File: src/rtl/mc_defs_pkg.sv
`default_nettype none
// ============================================================================
//  Module   : mc_defs (package)
//  Purpose  : Shared definitions for the multicycle main controller: opcode
//             and funct field values, ALU operation codes (shared with the
//             ALU), datapath selector encodings and the controller states.
//  Revision : 1.0  initial release
// ============================================================================
package mc_defs;

    // Instruction opcodes, IR[31:26]
    localparam logic [5:0] c_OP_RTYPE = 6'b000000;
    localparam logic [5:0] c_OP_LW    = 6'b100011;
    localparam logic [5:0] c_OP_SW    = 6'b101011;
    localparam logic [5:0] c_OP_BEQ   = 6'b000100;
    localparam logic [5:0] c_OP_ADDI  = 6'b001000;
    localparam logic [5:0] c_OP_J     = 6'b000010;

    // R-type function codes, IR[5:0]
    localparam logic [5:0] c_FN_ADD = 6'b100000;
    localparam logic [5:0] c_FN_SUB = 6'b100010;
    localparam logic [5:0] c_FN_AND = 6'b100100;
    localparam logic [5:0] c_FN_OR  = 6'b100101;
    localparam logic [5:0] c_FN_XOR = 6'b100110;
    localparam logic [5:0] c_FN_NOR = 6'b100111;
    localparam logic [5:0] c_FN_SLT = 6'b101010;

    // ALU operation codes
    localparam logic [2:0] c_ALU_AND = 3'b000;
    localparam logic [2:0] c_ALU_OR  = 3'b001;
    localparam logic [2:0] c_ALU_ADD = 3'b010;
    localparam logic [2:0] c_ALU_SUB = 3'b011;
    localparam logic [2:0] c_ALU_SLT = 3'b100;
    localparam logic [2:0] c_ALU_NOT = 3'b101;
    localparam logic [2:0] c_ALU_NOR = 3'b110;
    localparam logic [2:0] c_ALU_XOR = 3'b111;

    // ALU operand B selector
    localparam logic [1:0] c_SRCB_REGB    = 2'b00;
    localparam logic [1:0] c_SRCB_FOUR    = 2'b01;
    localparam logic [1:0] c_SRCB_IMM     = 2'b10;
    localparam logic [1:0] c_SRCB_IMM_SH2 = 2'b11;

    // PC source selector
    localparam logic [1:0] c_PCSRC_ALU    = 2'b00;
    localparam logic [1:0] c_PCSRC_ALUOUT = 2'b01;
    localparam logic [1:0] c_PCSRC_JUMP   = 2'b10;
    localparam logic [1:0] c_PCSRC_EXC    = 2'b11;

    // Controller states; encodings 13..15 are unused
    typedef enum logic [3:0] {
        ST_FETCH  = 4'd0,
        ST_DECODE = 4'd1,
        ST_MADR   = 4'd2,
        ST_MRD    = 4'd3,
        ST_MWB    = 4'd4,
        ST_MWR    = 4'd5,
        ST_EXEC   = 4'd6,
        ST_RWB    = 4'd7,
        ST_IEXEC  = 4'd8,
        ST_IWB    = 4'd9,
        ST_BR     = 4'd10,
        ST_JMP    = 4'd11,
        ST_EXC    = 4'd12
    } state_t;

endpackage : mc_defs
`default_nettype wire

File: src/rtl/mc_ctrl_alu_dec.sv
`default_nettype none
// ============================================================================
//  Module   : alu_dec
//  Purpose  : R-type funct field to ALU operation decoder.
//  Ports    : funct_i       - IR[5:0]
//             alu_ctrl_o    - ALU operation code (AND when funct is unknown)
//             funct_valid_o - funct is a supported R-type operation
//             addsub_o      - funct is add or sub (overflow-checked ops)
//  Revision : 1.0  initial release
// ============================================================================
module alu_dec
    import mc_defs::*;
(
    input  logic [5:0] funct_i,
    output logic [2:0] alu_ctrl_o,
    output logic       funct_valid_o,
    output logic       addsub_o
);

    always_comb begin
        alu_ctrl_o    = c_ALU_AND;
        funct_valid_o = 1'b1;
        addsub_o      = 1'b0;
        case (funct_i)
            c_FN_AND: alu_ctrl_o = c_ALU_AND;
            c_FN_OR:  alu_ctrl_o = c_ALU_OR;
            c_FN_ADD: begin alu_ctrl_o = c_ALU_ADD; addsub_o = 1'b1; end
            c_FN_SUB: begin alu_ctrl_o = c_ALU_SUB; addsub_o = 1'b1; end
            c_FN_SLT: alu_ctrl_o = c_ALU_SLT;
            c_FN_NOR: alu_ctrl_o = c_ALU_NOR;
            c_FN_XOR: alu_ctrl_o = c_ALU_XOR;
            default:  funct_valid_o = 1'b0;
        endcase
    end

endmodule : alu_dec
`default_nettype wire

File: src/rtl/mc_ctrl.sv
`default_nettype none
// ============================================================================
//  Module   : mc_ctrl
//  Purpose  : Multicycle main controller. Steps each instruction through
//             fetch/decode/execute/memory/writeback, drives the ALU code and
//             datapath controls, and traps on overflow or illegal opcodes.
//  Ports    : clk, rst            - clock, synchronous active-high reset
//             op, funct           - IR opcode and function fields
//             Zero, OF            - ALU flags (same-cycle)
//             ALUCtrl             - ALU operation code
//             alu_src_a/_b        - ALU operand selectors
//             pc_write, pc_src    - PC load enable and source select
//             iord                - memory address select
//             mem_write, ir_write - memory write, IR load
//             reg_dst, mem_to_reg - regfile destination / data select
//             reg_write, exc      - regfile write, exception pulse
//  Revision : 1.0  initial release
// ============================================================================
module mc_ctrl
    import mc_defs::*;
#(
    parameter bit EXC_ON_OVF = 1'b1
) (
    input  logic       clk,
    input  logic       rst,
    input  logic [5:0] op,
    input  logic [5:0] funct,
    input  logic       Zero,
    input  logic       OF,
    output logic [2:0] ALUCtrl,
    output logic       alu_src_a,
    output logic [1:0] alu_src_b,
    output logic       pc_write,
    output logic [1:0] pc_src,
    output logic       iord,
    output logic       mem_write,
    output logic       ir_write,
    output logic       reg_dst,
    output logic       mem_to_reg,
    output logic       reg_write,
    output logic       exc
);

    state_t     state_q;
    state_t     state_d;
    state_t     w_out_state;
    logic [2:0] w_fn_ctrl;
    logic       w_fn_valid;
    logic       w_fn_addsub;

    alu_dec u_alu_dec (
        .funct_i       (funct),
        .alu_ctrl_o    (w_fn_ctrl),
        .funct_valid_o (w_fn_valid),
        .addsub_o      (w_fn_addsub)
    );

    // Next-state logic
    always_comb begin
        state_d = ST_FETCH;
        case (state_q)
            ST_FETCH:  state_d = ST_DECODE;
            ST_DECODE: begin
                case (op)
                    c_OP_LW, c_OP_SW: state_d = ST_MADR;
                    c_OP_RTYPE:       state_d = ST_EXEC;
                    c_OP_BEQ:         state_d = ST_BR;
                    c_OP_ADDI:        state_d = ST_IEXEC;
                    c_OP_J:           state_d = ST_JMP;
                    default:          state_d = ST_EXC;
                endcase
            end
            ST_MADR:   state_d = (op == c_OP_LW) ? ST_MRD : ST_MWR;
            ST_MRD:    state_d = ST_MWB;
            ST_EXEC: begin
                if (!w_fn_valid)
                    state_d = ST_EXC;
                else if (EXC_ON_OVF && w_fn_addsub && OF)
                    state_d = ST_EXC;
                else
                    state_d = ST_RWB;
            end
            ST_IEXEC:  state_d = (EXC_ON_OVF && OF) ? ST_EXC : ST_IWB;
            // MWB, MWR, RWB, IWB, BR, JMP, EXC and unused encodings
            default:   state_d = ST_FETCH;
        endcase
    end

    always_ff @(posedge clk) begin
        if (rst) begin
            state_q <= ST_FETCH;
        end else begin
            state_q <= state_d;
        end
    end

    // While in reset the outputs present FETCH values so the datapath sees a
    // consistent selector set, but every enable is masked below.
    assign w_out_state = rst ? ST_FETCH : state_q;

    always_comb begin
        ALUCtrl    = c_ALU_AND;
        alu_src_a  = 1'b0;
        alu_src_b  = c_SRCB_REGB;
        pc_write   = 1'b0;
        pc_src     = c_PCSRC_ALU;
        iord       = 1'b0;
        mem_write  = 1'b0;
        ir_write   = 1'b0;
        reg_dst    = 1'b0;
        mem_to_reg = 1'b0;
        reg_write  = 1'b0;
        exc        = 1'b0;
        case (w_out_state)
            ST_FETCH: begin
                ir_write  = 1'b1;
                alu_src_b = c_SRCB_FOUR;
                ALUCtrl   = c_ALU_ADD;
                pc_src    = c_PCSRC_ALU;
                pc_write  = 1'b1;
            end
            ST_DECODE: begin
                // Branch target computed speculatively into ALUOut
                alu_src_b = c_SRCB_IMM_SH2;
                ALUCtrl   = c_ALU_ADD;
            end
            ST_MADR, ST_IEXEC: begin
                alu_src_a = 1'b1;
                alu_src_b = c_SRCB_IMM;
                ALUCtrl   = c_ALU_ADD;
            end
            ST_MRD: iord = 1'b1;
            ST_MWB: begin
                mem_to_reg = 1'b1;
                reg_write  = 1'b1;
            end
            ST_MWR: begin
                iord      = 1'b1;
                mem_write = 1'b1;
            end
            ST_EXEC: begin
                alu_src_a = 1'b1;
                alu_src_b = c_SRCB_REGB;
                ALUCtrl   = w_fn_ctrl;
            end
            ST_RWB: begin
                reg_dst   = 1'b1;
                reg_write = 1'b1;
            end
            ST_IWB: reg_write = 1'b1;
            ST_BR: begin
                alu_src_a = 1'b1;
                alu_src_b = c_SRCB_REGB;
                ALUCtrl   = c_ALU_SUB;
                pc_src    = c_PCSRC_ALUOUT;
                pc_write  = Zero;
            end
            ST_JMP: begin
                pc_src   = c_PCSRC_JUMP;
                pc_write = 1'b1;
            end
            ST_EXC: begin
                exc      = 1'b1;
                pc_src   = c_PCSRC_EXC;
                pc_write = 1'b1;
            end
            default: ;
        endcase
        if (rst) begin
            pc_write  = 1'b0;
            mem_write = 1'b0;
            ir_write  = 1'b0;
            reg_write = 1'b0;
            exc       = 1'b0;
        end
    end

endmodule : mc_ctrl
`default_nettype wire

File: config.mk
export PLATFORM = sky130hd
export DESIGN_NAME = mc_ctrl
export DESIGN_NICKNAME = d
export VERILOG_FILES = /design/src/rtl/mc_defs_pkg.sv /design/src/rtl/mc_ctrl_alu_dec.sv /design/src/rtl/mc_ctrl.sv
export SDC_FILE = /design/constraint.sdc
export NUM_CORES = 1
export LEC_CHECK = 0
export CAP_MARGIN = 10
export CORE_MARGIN = 4
export CORE_UTILIZATION = 35
export CTS_CLUSTER_DIAMETER = 100
export DETAILED_ROUTE_END_ITERATION = 8
export GPL_ROUTABILITY_DRIVEN = 0
export GPL_TIMING_DRIVEN = 0
export PLACE_DENSITY = 0.74
export REMOVE_ABC_BUFFERS = 1
export SYNTH_ARGS = -nofsm -noshare
export SYNTH_HDL_FRONTEND = slang
export SYNTH_SLANG_ARGS = --single-unit
File: constraint.sdc
create_clock -name clk -period 1.4 [get_ports clk]
set_clock_uncertainty 0.05 [all_clocks]
set_input_delay 0.42 -clock clk [delete_from_list [all_inputs] [get_ports clk]]
set_output_delay 0.42 -clock clk [all_outputs]
set_load 0.01 [all_outputs]
==> results of run 1 <==
-- cell families (layout without fill, tap and decap cells) --
family / after synthesis / in the layout / synth area share
AND/OR/NAND/NOR: 56 / 56 / 0.492
AO/OA/AOI/OAI: 32 / 32 / 0.329
buffers and inverters: 7 / 71 / 0.0408
flip-flops: 4 / 4 / 0.125
XOR/XNOR: 1 / 1 / 0.0136
-- worst reg2reg max path, delay by kind of cell (launching register included) --
| kind | cells | cell delay [ns] |
|---|---|---|
| AO/OA/AOI/OAI | 1 | 0.13 |
| buffers and inverters | 2 | 0.29 |
| flip-flops | 1 | 0.36 |
| AND/OR/NAND/NOR | 3 | 0.71 |
-- layer usage --
metal / global-route usage / part of all wire / vias to the layer above / wire (um)
met5: 0 / 0 / - / 0
met4: 0.103 / 0.0078 / 0 / 24
met3: 0.0321 / 0.053 / 2 / 164
met2: 0.376 / 0.53 / 47 / 1630
met1: 0.254 / 0.41 / 515 / 1270
li1: - / - / 505 / -
-- where the power goes --
part / internal (uW) / switching [uW] / leakage (uW)
Clock: 95.5 / 41.4 / 0.0000138
Sequential: 138 / 47.4 / 0.0000356
Combinational: 414 / 350 / 0.000527
Total: 647 / 439 / 0.000577
-- layout make-up --
class                      instances  area (sq um)
timing repair buffer              66           500
multi-input combinational         89           679
fill                             127           387
clock buffer                       3          22.5
sequential                         4          95.1
inverter                           2          11.3
tap                               25          31.3
-- cell usage in the layout (no fill, tap or decap), types with 3 or more instances in the layout --
master,count
o21ai_1,4
buf_4,26
nor3_1,8
dfxtp_4,4
nand2b_1,4
nand3_1,4
nor2_4,3
buf_2,22
buf_6,11
dlygate4sd2_1,3
a21oi_1,6
a21oi_2,3
nand3b_1,3
nor2b_2,3
clkbuf_4,3
nand2_1,6
-- worst max-delay path by stage --
stage                     cells past startpoint  slack, ns                   from          to
after CTS                                     4      -0.48  state_q[1]$_SDFF_PP0_    pc_write
final                                         4      -0.51  state_q[1]$_SDFF_PP0_    pc_write
after global routing                          4      -0.55  state_q[1]$_SDFF_PP0_    pc_write
after detailed placement                      5      -1.27                    rst  ALUCtrl[2]
after global placement                        5      -1.25                    rst  ALUCtrl[2]
after floorplan                               3      -0.35  state_q[1]$_SDFF_PP0_    pc_write
-- timing repair --
action,in CTS,in global routing
gates resized for setup,147,26
gates cloned,0,0
setup endpoints to repair,20,20
buffers inserted,23,14
pin swaps,13,7
-- stage by stage --
| step | instances | utilization | setup slack, ns | setup TNS (ns) | total power (uW) |
|---|---|---|---|---|---|
| 3_5_place_dp | 151 | 0.559 | -1.27 | -20.14 | 581 |
| 4_1_cts | 177 | 0.688 | -0.485 | -5.64 | 885 |
| 2_1_floorplan | 95 | - | -0.347 | -2.37 | 395 |
| 3_3_place_gp | 151 | 0.559 | -1.25 | -19.90 | 578 |
| 6_report | 189 | 0.776 | -0.508 | -6.52 | 1090 |
| 5_1_grt | 189 | 0.776 | -0.554 | -7.44 | 1140 |
==> metrics.txt, run 1 <==
number of port buffers=31; min cycle time layout=1.91 ns; Root Buffer=clkbuf_4; Syn Inst Count=100; I/O pin cnt=32; Setup WS post-layout=-0.508 ns; Primary FF master, synth=dfxtp_1; hold path start=op[3]; Congestion Overflow GR=0; Yosys top cell area share=0.125; register name with the most flops=state_q; FF-to-FF Start=state_q[1]$_SDFF_PP0_; Hold EP=state_q[1]$_SDFF_PP0_; Worst R2R Setup Slack=-0.21 ns; Sink Count=4; hold buffer count at cts=0; ANT nets after route=0; Worst Hold Slack=about 0.63 ns; share of the yosys chip area belonging to registers=0.125; H-tree depth=1; cts bufs inserted=3; core box area=around 1700 sq um; Synth area leader=dfxtp_1; Vias=between 1000 and 1500; Finish-stage setup viols=19; Wirelength per Cell=between 15 and 20 um; slowest cell delay on critical path=roughly 0.36 ns; Hold Fails Final Rpt=0; R2R cell count=6; drt pass-1 iters=4; initial antenna violation count=0; IR drop worst, VDD=around 0.58 mV; placed cell areas=between 900 and 1000 sq um; RSZ-0062 raised after global routing=yes; hold-critical path depth=5; Nets=182; Post-synth ARST share=0; max-cap violation count=0; synth unique cells=37; critical path class=reg -> out; hold crit path type=in -> reg; RR Endpoint=state_q[0]$_SDFF_PP0_; DRC violation total after the first TritonRoute iteration=28; CTS tree=yes; Top delay family on crit path=simple AND/OR/NAND/NOR gates; WP data required=0.93 ns; crit end category=output port; Tcrit/Tclk final=1.36; Leak Pwr=around 0.00058 uW; Area Overhead vs Synth=108%; Initial Util=0.372; Post-synth EDFFs=0; violated checks=negative setup slack; first-pass GRT wire length=roughly 4.4 mm; top post-synthesis cells by count=nor3_1, a21oi_1, nand2_1, o21ai_0; Residual DRC=0; CP Launch Type=register; GR Util All Layers=0.215; Clk pin slew, worst setup/hold paths=0.03 ns; worst skew pair latency=about 0.23 ns; die span in x=roughly 50 um; clk buf depth=2; hpwl dp=between 1 and 1.5 mm; die area=roughly 2600 sq um; Crit Path Max Fanout=6; slowest CP cell=dfxtp_4; run status=finished with violations; Bufs and invs on worst path=1; Max Clk Rate=0.524 GHz; max-slew violation count=0; worst-path cell chain=or2_4 > or3_1 > a21oi_1 > buf_2; top post-synthesis cells by area=dfxtp_1, nor3_1, a21oi_1, nand2b_1, o21ai_0; Power Dens Cells=810 nW/um^2; Regs by FF count=state_q: 4 flops; count leader, synth=nor3_1; post-DR vias/cell=5.66; Avg Synthesized Cell Area=approximately 6.4 sq um; drt total wl=3.09 mm; largest net degree at the start of global routing=15; Crit path arrival time=around 1.4 ns; share of layout cells above drive strength 1=0.610; vias in the first global route=a little over 1000; Std-Cell Rows=15; worst-margin pin slew=~0.35 ns; FF+latch count, synth=4; Max transition margin=0.761; cell area after layout=1340 sq um; ant diodes=0; Yosys warnings=0; Die Y=just over 50 um; max FFs per register=4; area of the mapped netlist=~640 sq um
Power figures use the tool's default switching activity.
==> run 2, diff against run 1 <==
PLACE_DENSITY = 0.76   (was 0.74)
TNS_END_PERCENT = 1   (was unset)
==> metrics.txt, run 2 (synthesis results as in run 1) <==
Initial Util=0.372; die area=around 2600 sq um; GR Util All Layers=0.193; Root Buffer=clkbuf_4; Layout Cells excl Fill=170; hold buffer count at cts=0; slowest cell delay on critical path=between 0.3 and 0.4 ns; slowest CP cell=dfxtp_4; register name with the most flops=state_q; max-cap violation count=0; first-pass GRT wire length=between 4 and 5 mm; cts bufs inserted=3; vias in the first global route=907; run status=finished with violations; register area=~95 sq um; worst skew pair latency=0.23 ns; initial antenna violation count=0; DRC violation total after the first TritonRoute iteration=18; Crit path arrival time=approximately 1.4 ns; Area Overhead vs Synth=79.2%; Hold Fails Final Rpt=0; Leak Pwr=between 0.0004 and 0.0005 uW; worst-margin pin slew=~0.34 ns; Wirelength per Cell=between 15 and 20 um; H-tree depth=1; Finish-stage setup viols=19; fin util=0.667; Sink Count=4; critical path class=reg -> out; WP data required=0.93 ns; Tcrit/Tclk final=1.36; Setup WS pre-CTS=-1.26 ns; hold crit path type=in -> reg; share of layout cells above drive strength 1=0.552; met2 usage in global routing=0.348; RSZ-0062 raised after global routing=yes; drt pass-1 iters=4; GR Util met1=0.235; Power Dens Cells=792 nW/um^2; violated checks=negative setup slack; drt total wl=~2.6 mm; most frequent cells in the layout=buf_2, buf_4, nor3_1, nand2_1, a21oi_1; Max Clk Rate=0.523 GHz; die span in x=approximately 51 um; post-DR vias/cell=5.62; Top delay family on crit path=simple AND/OR/NAND/NOR gates; max-slew violation count=0; worst-path cell chain=or2_4 > or3_4 > a21oi_2 > buf_2; Nets=between 150 and 200; ANT nets after route=0; CP Launch Type=register; ant diodes=0; number of port buffers=31; Std-Cell Rows=15; core box area=around 1700 sq um; CTS tree=yes; Crit Path Max Fanout=6; Most Crowded Layer GR=met2; commonest non-fill, non-tap cell in the layout=buf_2; Setup WS post-layout=-0.511 ns; crit end category=output port; Vias=955; max FFs per register=4; Die Y=between 50 and 60 um; area of the multi-input gates=653 sq um; clk buf depth=2; Bufs and invs on worst path=1; IR drop worst, VDD=0.520 mV; Residual DRC=0; met3 Use GR=0.0466; Layout fillers=between 100 and 150; Congestion Overflow GR=0; min cycle time layout=approximately 1.9 ns; largest net degree at the start of global routing=15; Max transition margin=0.771; Clk pin slew, worst setup/hold paths=about 0.04 ns; Regs by FF count=state_q: 4 flops; I/O pin cnt=32; Placed Cells=151; final setup TNS=-5.44 ns; hpwl dp=about 1.5 mm
==> run 2: through the flow <==
stage | cell area (sq um) | power [uW] | hold slack [ns]
after floorplan | 624 | 395 | 0.541
after global placement | 966 | 574 | 0.703
after detailed placement | 966 | 578 | 0.679
after CTS | 1100 | 835 | 0.585
after global routing | 1150 | 982 | 0.603
final | 1150 | 913 | 0.527
==> run 2: worst min-delay path, stage by stage <==
cell and delay, ns:
buf_4 0.11, nor3_1 0.05, a21oi_1 0.10, o21ai_0 0.09
==> run 2: layer usage <==
metal,wire [um],up-vias
met2,1320,40
li1,-,466
met1,1100,445
met4,16,0
met3,176,4
met5,0,-
==> run 2: what timing repair did <==
item	4_1_cts	5_1_grt
setup endpoints to repair	20	20
pin swaps	10	7
resized for setup	142	18
cloned	0	0
setup buffers	14	2
==> run 2: final timing paths <==
kind / startpoint / slack (ns) / depth (start not counted) / end
worst max-delay path: state_q[1]$_SDFF_PP0_ / -0.51 / 4 / pc_write
worst min-delay path: op[3] / 0.53 / 4 / state_q[1]$_SDFF_PP0_
worst max register to register: state_q[1]$_SDFF_PP0_ / -0.17 / 5 / state_q[0]$_SDFF_PP0_
worst min register to register: state_q[2]$_SDFF_PP0_ / 0.62 / 3 / state_q[1]$_SDFF_PP0_
==> run 2: cell type report <==
| type | instances | share of cell area |
|---|---|---|
| Tap cell | 25 | 0.0271 |
| Timing Repair Buffer | 47 | 0.293 |
| Clock buffer | 3 | 0.0195 |
| Multi-Input combinational cell | 89 | 0.567 |
| Sequential cell | 4 | 0.0825 |
| Inverter | 2 | 0.0109 |
==> run 2: report_power, final <==
group,switching (uW),internal (uW)
Sequential,58.3,138
Clock,43.4,95.6
Combinational,273,304
==> run 3, diff against run 2 <==
CORE_UTILIZATION = 39   (was 35)
CTS_CLUSTER_SIZE = 20   (was unset)
PLACE_DENSITY = 0.8   (was 0.76)
clock period = 1.8 ns   (was 1.4 ns; I/O delays follow)
==> metrics.txt, run 3 (synthesis results as in run 1) <==
critical path class=reg -> out; ANT nets after route=0; slowest CP cell=dfxtp_4; min cycle time layout=approximately 2 ns; Tcrit/Tclk final=1.11; CP Launch Type=register; Hold Fails Final Rpt=0; post-DR vias/cell=6.10; Layout fillers=120; Clk pin slew, worst setup/hold paths=approximately 0.040 ns; slowest cell delay on critical path=0.37 ns; GR Util All Layers=0.202; WP data required=1.21 ns; Area Overhead vs Synth=80.0%; hold-critical path depth=2; drt total wl=2.45 mm; hold buffer count at cts=0; Top delay family on crit path=simple AND/OR/NAND/NOR gates; I/O pin cnt=32; Worst R2R Setup Slack=between 0.2 and 0.25 ns; drt pass-1 iters=4; Power Dens Cells=590 nW/um^2; register name with the most flops=state_q; Die Y=48.6 um; crit end category=output port; worst-margin pin slew=between 0.3 and 0.4 ns; ant diodes=0; hold crit path type=reg -> reg; Bufs and invs on worst path=1; CP Capture Point=pc_write; hpwl dp=roughly 1.5 mm; Std-Cell Rows=14; share of layout cells above drive strength 1=0.528; Initial Util=0.422; Max transition margin=0.768; max-slew violation count=0; first-pass GRT wire length=slightly below 4 mm; max-cap violation count=0; Nets=between 150 and 200; Crit Path Max Fanout=7; fin util=0.759; WP depth=4; Leak Pwr=between 0.0004 and 0.0005 uW; core box area=1520 sq um; final setup TNS=-1.23 ns; RSZ-0062 raised after global routing=yes; max FFs per register=4; Root Buffer=clkbuf_4; die span in x=between 40 and 50 um; H-tree depth=1; vias in the first global route=895; FF-to-FF Start=state_q[1]$_SDFF_PP0_; CTS tree=yes; die area=between 2000 and 2500 sq um; Worst Setup SP=state_q[0]$_SDFF_PP0_; worst skew pair latency=around 0.22 ns; R2R cell count=5; number of port buffers=31; worst-path cell chain=or2_4 > or3_4 > a21oi_2 > buf_2; run status=finished with violations; Residual DRC=0; cts bufs inserted=3; Max Clk Rate=around 0.5 GHz; initial antenna violation count=0; Finish-stage setup viols=14; Crit path arrival time=1.40 ns; Sink Count=4; commonest non-fill, non-tap cell in the layout=buf_2; clk buf depth=2; largest net degree at the start of global routing=15; IR drop worst, VDD=0.508 mV; most frequent cells in the layout=buf_2, buf_4, nor3_1, nand2_1, o21ai_0; RR Endpoint=state_q[0]$_SDFF_PP0_; violated checks=negative setup slack; Regs by FF count=state_q: 4 flops; Congestion Overflow GR=0; Wirelength per Cell=approximately 15 um; Vias=~980; DRC violation total after the first TritonRoute iteration=14; Setup WS post-layout=-0.195 ns
[run 3: per-layer routing]
metal | share of wire | global-route usage | up-vias
met5 | 0 | 0 | -
met4 | 0.016 | 0.0628 | 0
met3 | 0.063 | 0.0245 | 6
met2 | 0.53 | 0.385 | 43
met1 | 0.39 | 0.226 | 464
li1 | - | - | 463
[run 3: how the worst min path moves through the flow]
stage	from	to	slack (ns)
after CTS	state_q[2]$_SDFF_PP0_	state_q[3]$_SDFF_PP0_	0.58
after detailed placement	state_q[0]$_SDFF_PP0_	state_q[0]$_SDFF_PP0_	0.71
after global placement	state_q[0]$_SDFF_PP0_	state_q[0]$_SDFF_PP0_	0.69
after global routing	state_q[2]$_SDFF_PP0_	state_q[3]$_SDFF_PP0_	0.60
after floorplan	state_q[0]$_SDFF_PP0_	state_q[0]$_SDFF_PP0_	0.58
final	state_q[2]$_SDFF_PP0_	state_q[3]$_SDFF_PP0_	0.59
[run 3: cell type report]
type | instances | area, sq um | area share
inverter | 2 | 11.3 | 0.00973
tap | 16 | 20.0 | 0.0173
multi-input combinational | 89 | 646 | 0.558
timing repair buffer | 46 | 363 | 0.314
clock buffer | 3 | 22.5 | 0.0195
sequential | 4 | 95.1 | 0.0822
[run 3: repair_timing]
item                                    CTS  global route
gates resized for setup                 138             9
endpoints found under the setup margin   20            18
buffers inserted                         14             1
pin swaps                                10             4
gates cloned                              0             0
[run 3: where the power goes]
| group | switching (uW) | internal (uW) |
|---|---|---|
| logic | 207 | 229 |
| clock network | 28.0 | 74.0 |
| registers | 37.6 | 107 |
[run 3: stage by stage]
stage | total power [uW] | hold WS [ns] | instance area (sq um) | setup WS [ns] | cells
finish | 683 | 0.594 | 1160 | -0.195 | 160
global route | 730 | 0.602 | 1160 | -0.239 | 160
global placement | 449 | 0.692 | 955 | -1.12 | 142
floorplan | 307 | 0.585 | 624 | -0.147 | 95
detailed placement | 452 | 0.711 | 955 | -1.10 | 142
CTS | 647 | 0.579 | 1120 | -0.188 | 159
[run 3: worst register-to-register path, delay by kind of cell (launching register included)]
family / cells / cell delay [ns]
AO/OA/AOI/OAI: 1 / 0.16
buffers and inverters: 1 / 0.16
AND/OR/NAND/NOR: 3 / 0.81
flip-flops: 1 / 0.35
